### src/rtl/pool_stream_unit.sv
// Pooling engine: snapshots an activation map on start, walks the output map with
// none/max/avg pooling and streams packed, saturated words over valid/ready.
module pool_stream_unit #(
    parameter int unsigned IN_H     = 8,
    parameter int unsigned IN_W     = 8,
    parameter int unsigned IN_BITS  = 16,
    parameter int unsigned OUT_BITS = 8,
    parameter int unsigned PACK     = 4,
    parameter int unsigned MAX_K    = 3
) (
    input  logic                          i_clock,
    input  logic                          i_reset,
    input  logic                          i_start,
    input  logic [1:0]                    i_pool_type,
    input  logic [2:0]                    i_pool_stride,
    input  logic [2:0]                    i_pool_kernel,
    input  logic [IN_H*IN_W*IN_BITS-1:0]  i_af_in,
    output logic                          o_busy,
    output logic                          o_done,
    output logic                          o_cfg_err,
    output logic                          o_out_valid,
    input  logic                          i_out_ready,
    output logic [PACK*OUT_BITS-1:0]      o_out_data,
    output logic [$clog2(IN_H)-1:0]       o_out_row,
    output logic [$clog2(IN_W)-1:0]       o_out_col
);
    localparam int unsigned AF_W    = IN_H * IN_W * IN_BITS;
    localparam int unsigned AW      = $clog2(AF_W);
    localparam int unsigned RW      = $clog2(IN_H);
    localparam int unsigned CW      = $clog2(IN_W);
    localparam int unsigned SW      = (PACK > 1) ? $clog2(PACK) : 1;
    localparam int unsigned SUM_W   = IN_BITS + $clog2(MAX_K * MAX_K) + 1;
    localparam int unsigned SAT_MAX = (32'd1 << OUT_BITS) - 32'd1;

    localparam logic [1:0] TYPE_NONE = 2'd0;
    localparam logic [1:0] TYPE_AVG  = 2'd2;
    localparam logic [1:0] TYPE_BAD  = 2'd3;

    typedef enum logic [2:0] {StIdle, StErr, StAcc, StEmit, StDone} state_t;
    state_t r_state, w_state_next;

    logic [AF_W-1:0]          r_af;
    logic [1:0]               r_type;
    logic [2:0]               r_k, r_s;
    logic [RW-1:0]            r_rs, r_or;
    logic [CW-1:0]            r_cs, r_oc, r_word_col;
    logic [2:0]               r_kr, r_kc;
    logic [SW-1:0]            r_slot;
    logic [SUM_W-1:0]         r_acc;
    logic [PACK*OUT_BITS-1:0] r_word;

    logic [2:0]          w_k_eff, w_s_eff;
    logic                w_cfg_bad;
    logic [31:0]         w_idx;
    logic [AW-1:0]       w_bit;
    logic [IN_BITS-1:0]  w_elem;
    logic [SUM_W-1:0]    w_fold, w_kk, w_res;
    logic [OUT_BITS-1:0] w_sat;
    logic                w_win_last, w_last_col, w_last_row, w_slot_full, w_word_end;

    // NONE ignores the kernel/stride ports and is always a 1x1, stride-1 walk.
    always_comb begin
        w_k_eff   = (i_pool_type == TYPE_NONE) ? 3'd1 : i_pool_kernel;
        w_s_eff   = (i_pool_type == TYPE_NONE) ? 3'd1 : i_pool_stride;
        w_cfg_bad = (i_pool_type == TYPE_BAD) || (w_k_eff == 3'd0) || (w_s_eff == 3'd0) ||
                    (32'(w_k_eff) > MAX_K) || (32'(w_k_eff) > IN_H) || (32'(w_k_eff) > IN_W);
    end

    always_comb begin
        w_idx  = (32'(r_rs) + 32'(r_kr)) * IN_W + 32'(r_cs) + 32'(r_kc);
        w_bit  = AW'(w_idx * IN_BITS);
        w_elem = r_af[w_bit +: IN_BITS];
        if (r_type == TYPE_AVG) begin
            w_fold = r_acc + SUM_W'(w_elem);
        end else begin
            w_fold = (SUM_W'(w_elem) > r_acc) ? SUM_W'(w_elem) : r_acc;
        end
        w_kk  = SUM_W'(r_k) * SUM_W'(r_k);
        w_res = (r_type == TYPE_AVG) ? (w_fold / w_kk) : w_fold;
        w_sat = (w_res > SUM_W'(SAT_MAX)) ? '1 : w_res[OUT_BITS-1:0];
    end

    // A window is last in its row/column when the next stride step would not fit.
    always_comb begin
        w_win_last  = (r_kr == r_k - 3'd1) && (r_kc == r_k - 3'd1);
        w_last_col  = (32'(r_cs) + 32'(r_s) + 32'(r_k)) > IN_W;
        w_last_row  = (32'(r_rs) + 32'(r_s) + 32'(r_k)) > IN_H;
        w_slot_full = (r_slot == SW'(PACK - 1));
        w_word_end  = w_slot_full || w_last_col;
    end

    always_ff @(posedge i_clock or posedge i_reset) begin
        if (i_reset) begin
            r_state <= StIdle;
        end else begin
            r_state <= w_state_next;
        end
    end

    always_comb begin
        w_state_next = r_state;
        case (r_state)
            StIdle: if (i_start) w_state_next = w_cfg_bad ? StErr : StAcc;
            StErr:  w_state_next = StIdle;
            StAcc:  if (w_win_last && w_word_end) w_state_next = StEmit;
            StEmit: if (i_out_ready) w_state_next = (w_last_col && w_last_row) ? StDone : StAcc;
            StDone: w_state_next = StIdle;
            default: w_state_next = StIdle;
        endcase
    end

    always_ff @(posedge i_clock or posedge i_reset) begin
        if (i_reset) begin
            r_af       <= '0;
            r_type     <= '0;
            r_k        <= '0;
            r_s        <= '0;
            r_rs       <= '0;
            r_or       <= '0;
            r_cs       <= '0;
            r_oc       <= '0;
            r_word_col <= '0;
            r_kr       <= '0;
            r_kc       <= '0;
            r_slot     <= '0;
            r_acc      <= '0;
            r_word     <= '0;
        end else begin
            case (r_state)
                StIdle: begin
                    if (i_start) begin
                        r_af   <= i_af_in;
                        r_type <= i_pool_type;
                        r_k    <= w_k_eff;
                        r_s    <= w_s_eff;
                        r_rs   <= '0;
                        r_or   <= '0;
                        r_cs   <= '0;
                        r_oc   <= '0;
                        r_kr   <= '0;
                        r_kc   <= '0;
                        r_slot <= '0;
                        r_acc  <= '0;
                        r_word <= '0;
                    end
                end
                StAcc: begin
                    if (w_win_last) begin
                        r_acc <= '0;
                        r_kr  <= '0;
                        r_kc  <= '0;
                        for (int i = 0; i < PACK; i++) begin
                            if (r_slot == SW'(i)) r_word[i*OUT_BITS +: OUT_BITS] <= w_sat;
                        end
                        if (r_slot == '0) r_word_col <= r_oc;
                        if (!w_word_end) begin
                            r_cs   <= r_cs + CW'(r_s);
                            r_oc   <= r_oc + CW'(1);
                            r_slot <= r_slot + SW'(1);
                        end
                    end else begin
                        r_acc <= w_fold;
                        if (r_kc == r_k - 3'd1) begin
                            r_kc <= '0;
                            r_kr <= r_kr + 3'd1;
                        end else begin
                            r_kc <= r_kc + 3'd1;
                        end
                    end
                end
                StEmit: begin
                    if (i_out_ready) begin
                        r_word <= '0;
                        r_slot <= '0;
                        if (w_last_col) begin
                            if (!w_last_row) begin
                                r_rs <= r_rs + RW'(r_s);
                                r_or <= r_or + RW'(1);
                                r_cs <= '0;
                                r_oc <= '0;
                            end
                        end else begin
                            r_cs <= r_cs + CW'(r_s);
                            r_oc <= r_oc + CW'(1);
                        end
                    end
                end
                default: ;
            endcase
        end
    end

    always_comb begin
        o_busy      = (r_state == StAcc) || (r_state == StEmit);
        o_done      = (r_state == StDone) || (r_state == StErr);
        o_cfg_err   = (r_state == StErr);
        o_out_valid = (r_state == StEmit);
        o_out_data  = o_out_valid ? r_word : '0;
        o_out_row   = o_out_valid ? r_or : '0;
        o_out_col   = o_out_valid ? r_word_col : '0;
    end

endmodule

### config.mk
export PLATFORM = sky130hd
export DESIGN_NAME = pool_stream_unit
export DESIGN_NICKNAME = d
export VERILOG_FILES = /design/src/rtl/pool_stream_unit.sv
export SDC_FILE = /design/constraint.sdc
export NUM_CORES = 2
export LEC_CHECK = 0
export CORE_UTILIZATION = 30
export DETAILED_ROUTE_END_ITERATION = 10
export PLACE_DENSITY = 0.55
export SLEW_MARGIN = 10
export SYNTH_ARGS = -nofsm -noshare
export SYNTH_HDL_FRONTEND = slang
export SYNTH_SLANG_ARGS = --single-unit
### constraint.sdc
create_clock -name i_clock -period 50.1 [get_ports i_clock]
set_input_delay 10.02 -clock i_clock [delete_from_list [all_inputs] [get_ports i_clock]]
set_output_delay 10.02 -clock i_clock [all_outputs]
set_load 0.01 [all_outputs]
==> Yosys cells after proc, flatten, opt, wreduce, memory -nomap -nowiden <==
Index checks and enable logic that the tools add are counted.
{ "classes": {"addsub": 16, "n_mul": 1, "div_mod_pow": 1, "magnitude_cmp": 5, "n_eq_ne": 24, "shifts": 1, "muxes": 57, "n_reduce_logical": 29} }
{ "ops": {"columns": ["operator", "n"], "rows": [
  ["indexed part select 1024 x 11 -> 16 bit", 1],
  ["two-way mux 32 bit", 4],
  ["two-way mux 21 bit", 5],
  ["case mux 32 bit (3 select lines)", 1],
  ["two-way mux 3 bit", 28],
  ["case mux 21 bit (2 select lines)", 1],
  ["two-way mux 8 bit", 5],
  ["AND reduction 5 bit", 6],
  ["case mux 3 bit (3 select lines)", 3],
  ["case mux 3 bit (2 select lines)", 4],
  ["adder 21 x 16 -> 21 bit", 1],
  ["divider 21 x 6 -> 21 bit", 1],
  ["> comparator 16 x 21 -> 1 bit", 1],
  ["> comparator 21 x 8 -> 1 bit, second input constant", 1],
  ["inequality test 2 bit, second input constant", 9],
  ["adder 3 x 1 -> 3 bit, second input constant", 4],
  ["adder 6 x 3 -> 6 bit", 2],
  ["adder 4 x 3 -> 5 bit", 2],
  ["> comparator 5 x 4 -> 1 bit, second input constant", 2],
  ["two-way mux 2 bit", 5],
  ["adder 3 bit", 3],
  ["logical NOT 3 bit", 3],
  ["AND reduction 3 bit", 3],
  ["adder 3 x 3 -> 4 bit", 2],
  ["other kinds (20)", 37]
]} }
{ "word_totals": {"ff_bits": 1111, "input_bits": 1036, "output_inout_bits": 42, "elab_cells": 152} }

==> Depth between registers and ports, before layout <==
{ "depth": {"depth_word": 14, "depth_mapped": 219, "ltp_nobuf": 200} }

==> Worst setup path before layout <==
Ideal clock, no wire load.
{ "synth_timing": {"path_type": "register to register", "startpoint": "register r_kc[0]", "endpoint": "register r_word[0]", "setup_time_ns": 0.133, "arrival_ns": 41.663, "required_ns": 49.967, "setup_slack_ns": 8.304, "path_stages_with_launch": 199, "path_buffers": 18, "synth_period_minus_slack_ns": 41.796, "path_cell_list": "dfrtp_1 -> ha_1 -> inv_1 -> fa_1 -> buf_2 -> buf_2 -> buf_1 -> mux4_2 -> mux4_2 -> a221oi_1 -> inv_1 -> ha_1 -> clkbuf_1 -> nand4_1 -> a2111oi_1 -> o31a_1 -> buf_2 -> clkbuf_1 -> [163 not listed] -> o21ai_0 -> nand3_1 -> or3_1 -> and3_4 -> or3_1 -> or3_1 -> buf_4 -> nor2_1 -> a21oi_1 -> ha_1 -> a21o_1 -> a21o_1 -> o21ai_0 -> nand2_1 -> o41a_1 -> a2111o_1 -> a2111oi_4 -> o21ai_1"} }
{ "synth_between": {"elab_chain_len": 12, "word_cells_on_any_way": 17, "classes_between": "add/sub (2); div (1); order compare (2); eq/ne (2); shift (1); mux (7); reduce/logical (2)"} }
{ "synth_lines": {"columns": ["item", "line_no", "text"], "rows": [
  ["start: declaration", "47", "logic [2:0] r_kr, r_kc;"],
  ["start signal: assignment", "167", "r_kc <= r_kc + 3'd1;"],
  ["adder 6 x 3 -> 6 bit", "70", "w_idx = (32'(r_rs) + 32'(r_kr)) * IN_W + 32'(r_cs) + 32'(r_kc);"],
  ["indexed part select 1024 x 11 -> 16 bit", "72", "w_elem = r_af[w_bit +: IN_BITS];"],
  ["> comparator 16 x 21 -> 1 bit", "76", "w_fold = (SUM_W'(w_elem) > r_acc) ? SUM_W'(w_elem) : r_acc;"],
  ["two-way mux 21 bit", "76", null],
  ["two-way mux 21 bit", "73", "if (r_type == TYPE_AVG) begin"],
  ["divider 21 x 6 -> 21 bit", "79", "w_res = (r_type == TYPE_AVG) ? (w_fold / w_kk) : w_fold;"],
  ["two-way mux 21 bit", "79", null],
  ["> comparator 21 x 8 -> 1 bit", "80", "w_sat = (w_res > SUM_W'(SAT_MAX)) ? '1 : w_res[OUT_BITS-1:0];"],
  ["two-way mux 8 bit", "80", null],
  ["two-way mux 8 bit", "153", "if (r_slot == SW'(i)) r_word[i*OUT_BITS +: OUT_BITS] <= w_sat;"],
  ["two-way mux 32 bit", "148", "if (w_win_last) begin"],
  ["case mux 32 bit (3 select lines)", "129", "case (r_state)"],
  ["end signal: indexed assignment", "153", null],
  ["end: declaration", "50", "logic [PACK*OUT_BITS-1:0] r_word;"]
]} }
Parallel ways exist; a longest one is shown, timed or not. The select of a mux whose other input is x is not followed.
A chain may end at the register's enable or synchronous reset.

==> Worst setup path after layout <==
{ "layout_timing": {"startpoint": "register r_cs[1]", "endpoint": "register r_word[24]"} }
{ "layout_between": {"elab_chain_len": 13, "word_cells_on_any_way": 14, "classes_between": "add/sub (3); div (1); order compare (2); shift (1); mux (7)"} }
{ "layout_lines": {"columns": ["item", "line_no", "text"], "rows": [
  ["start: declaration", "46", "logic [CW-1:0] r_cs, r_oc, r_word_col;"],
  ["start signal: assignment", "157", "r_cs <= r_cs + CW'(r_s);"],
  ["start signal: assignment", "183", "r_cs <= r_cs + CW'(r_s);"],
  ["adder 6 x 3 -> 6 bit * (2 in a row)", "70", null],
  ["indexed part select 1024 x 11 -> 16 bit *", "72", null],
  ["> comparator 16 x 21 -> 1 bit", "76", null],
  ["two-way mux 21 bit", "76", null],
  ["two-way mux 21 bit *", "73", null],
  ["divider 21 x 6 -> 21 bit", "79", null],
  ["two-way mux 21 bit *", "79", null],
  ["> comparator 21 x 8 -> 1 bit", "80", null],
  ["two-way mux 8 bit *", "80", null],
  ["two-way mux 8 bit *", "153", null],
  ["two-way mux 32 bit *", "148", null],
  ["case mux 32 bit (3 select lines) *", "129", null]
]} }
Mark *: on every way between the ends. The rest lies on a longest branch, timed or not. The select of a mux whose other input is x is not followed.

==> impl_results.md <==
* CTS tree: built
* Die height at 462.3 um
* Worst Reg-to-Reg Cells at 193
* CP required at 50.78 ns
* Setup TNS at 0 ns
* Cell mode on critical path: ha_1
* Largest net degree at the start of global routing at 217
* Synthesized area at 63570 um2
* Startpoint class of the critical path: register
* Clock period minus worst slack at 46.80 ns
* Period utilisation layout at 93.42%
* Crit path launch: r_cs[1]
* Worst slew pin tran at 1.164 ns
* Unique cell type count in the Yosys netlist at 127
* Cts bufs inserted at 133
* Relative slew slack at 22.41%
* Most frequent cells in the layout: nand2_1, dfrtp_1, clkdlybuf4s50_1
* GRT Total Usage at 26.73%
* Worst Setup EP: r_word[24]
* RSZ-0062 raised after global routing: false
* Max Fclk at 0.02137 GHz
* Reg-to-reg startpoint: r_cs[1]
* Die area at 213800 um2
* Root Buffer: clkbuf_16
* Main flop type after synthesis: dfrtp_1
* Area growth, synth to finish at 29.64%
* Post-layout nets at 9546
* Port Buffer Count at 1077
* DP Wirelength at 228000 um
* Commonest non-fill, non-tap cell in the layout: nand2_1
* Clock Tree Buf Depth at 3
* Total grt overflow at 0
* Critical path's largest stage delay at 1.11 ns
* Post-synthesis cell count at 7339
* YS warnings at 0
* Number of enable-type register cells in the synthesized netlist at 0
* Seq/Total Area, Yosys at 43.73%
* Slowest-stage cell, CP: fa_4
* R2r setup slk at 3.30 ns
* Worst R2R End: r_word[24]
* Htree depth at 4
* I/O pin cnt at 1078
* Initial antenna violation count at 71
* Synthesized area per cell at 8.663 um2
* Via count at 58900
* Die width at 462.3 um
* Synth Net Count at 8537
* Final Util at 39.25%
* Outcome: complete, no violations
* First-pass GRT wire length at 420200 um
* GP Congestion at 0.9320
* Layout cells sized above 1 at 9.675%
* Clk slew on worst S/H paths at 0.06 ns
* FF/Latch Area at 27800 um2
* Vias in the first global route at 59250
* Final WL at 291500 um
* Flops & latches, synth at 1111
* DR iter-0 viols at 5456
* Final hold violation count at 0
* Max-cap violations at 0
* DRC viols at 0
* Clock latency on the worst-skew pair at 0.81 ns
* Filler cell count at 21150
* WL per Instance at 25.80 um
* Final setup fails at 0
* Clock Skews at 0.04392 ns
* Synth top area share at 43.73%
* Critical path class: register to register
* CP endpoint kind: register
* Final Max Tran Viols at 0
* Drt pass-1 iters at 5
* Final ANT Viol Nets at 0
* Routed vias/inst at 5.213
* Multi-input logic area at 33600 um2
* Crit path arrival time at 47.49 ns
* Maximum fanout along the worst path at 35
* Largest area contributor in the synthesized netlist: dfrtp_1
* Hold crit path type: register to register
* Share of synthesized flip-flops with an asynchronous set or reset at 100.0%
* Starting density of the core at 30.27%
* Num Clock Sinks at 1111
* Core area at 210000 um2
* Site row count at 168
* Cells taking the most area after synthesis: dfrtp_1, nand2_1, mux4_2
area by class of cell:
class / instances / area share (%)
multi-input cells: 5700 / 40.77
clock buffers: 202 / 4.819
inverters: 137 / 0.6331
repair buffers: 1265 / 15.06
clock inverters: 40 / 0.6164
diodes: 38 / 0.1154
well taps: 2805 / 4.258
flip-flops and latches: 1111 / 33.73
state kept, by name, summed over array words and instances, names as in the netlist:
signal / flops
r_af: 1024
r_or: 3
r_kc: 3
r_state: 3
r_acc: 21
r_cs: 3
r_type: 2
r_s: 3
r_word: 32
r_oc: 3
r_word_col: 3
r_k: 3
r_slot: 2
r_kr: 3
r_rs: 3
how the worst min path moves through the flow:
stage	depth (start not counted)	from	to
2_1_floorplan	2	r_word[10]	r_word[10]
3_3_place_gp	2	r_af[557]	r_af[557]
3_5_place_dp	2	r_af[142]	r_af[142]
4_1_cts	2	r_af[529]	r_af[529]
5_1_grt	2	r_af[932]	r_af[932]
6_report	2	r_af[17]	r_af[17]
per-layer routing:
layer	global-route usage [%]	wire (um)	vias up
li1	-	-	26800
met1	35.40	123600	29440
met2	42.53	137100	2184
met3	4.174	17050	442
met4	12.93	13520	32
met5	0	222	-
stage by stage:
stage                     hold slack, ns  worst slack (ns)  instance area [um2]  cells
final                             0.4659             3.296                82420  11300
after global placement            0.4541             2.644                77740  11020
after detailed placement          0.4570             1.993                77740  11020
after global routing              0.4830            0.1015                82400  11290
after CTS                         0.4714             1.838                82220  11260
after floorplan                   0.4382             8.304                63570   7339
worst max-delay path, delay by kind of cell (launching register included):
kind,cells,cell delay (ns)
AND/OR/NAND/NOR,77,15.59
adder cells (fa/ha/maj),21,7.88
multiplexers,10,3.94
flip-flops,1,0.45
buffers and inverters,22,3.93
XOR/XNOR,2,0.35
AO/OA/AOI/OAI,61,14.45
cells in the mapped netlist, types with 12 or more instances:
library cell,n
or2_2,17
o21ai_1,24
xnor2_1,64
buf_2,37
ha_1,149
o21a_1,30
o31ai_1,26
and3_1,81
o22ai_1,16
o21bai_1,22
buf_8,14
nand3b_1,12
and4_1,12
a22o_1,15
mux4_2,269
and2_1,26
nor2_1,198
nor4_1,31
inv_1,134
mux2_2,29
nor3_1,79
a21o_1,46
a211o_1,13
nor2b_1,23
o21ai_0,177
a21oi_1,173
fa_1,13
dfrtp_1,1111
nand2_1,3468
nand4_1,34
buf_1,17
mux2i_1,56
buf_4,25
nand2b_1,29
nand3_1,88
xor2_1,54
clkbuf_1,286
a31oi_1,30
o211ai_1,26
o31a_1,15
a211oi_1,44
or3_1,38
cell families after synthesis:
kind of cell | Yosys count | synth area share (%)
simple gates | 4205 | 27.04
flops | 1111 | 43.73
compound gates | 848 | 9.268
mux | 365 | 11.24
buf+inv | 528 | 3.726
fa+ha+maj | 164 | 3.373
xor+xnor | 118 | 1.626
repair_timing:
action,in CTS,in global routing
resized for setup,0,15
hold buffers,0,0
setup buffers,0,3
setup endpoints to repair,0,8
Power is not shown: default switching activity piles up to over one toggle a cycle in this logic, so the estimate is an artifact.
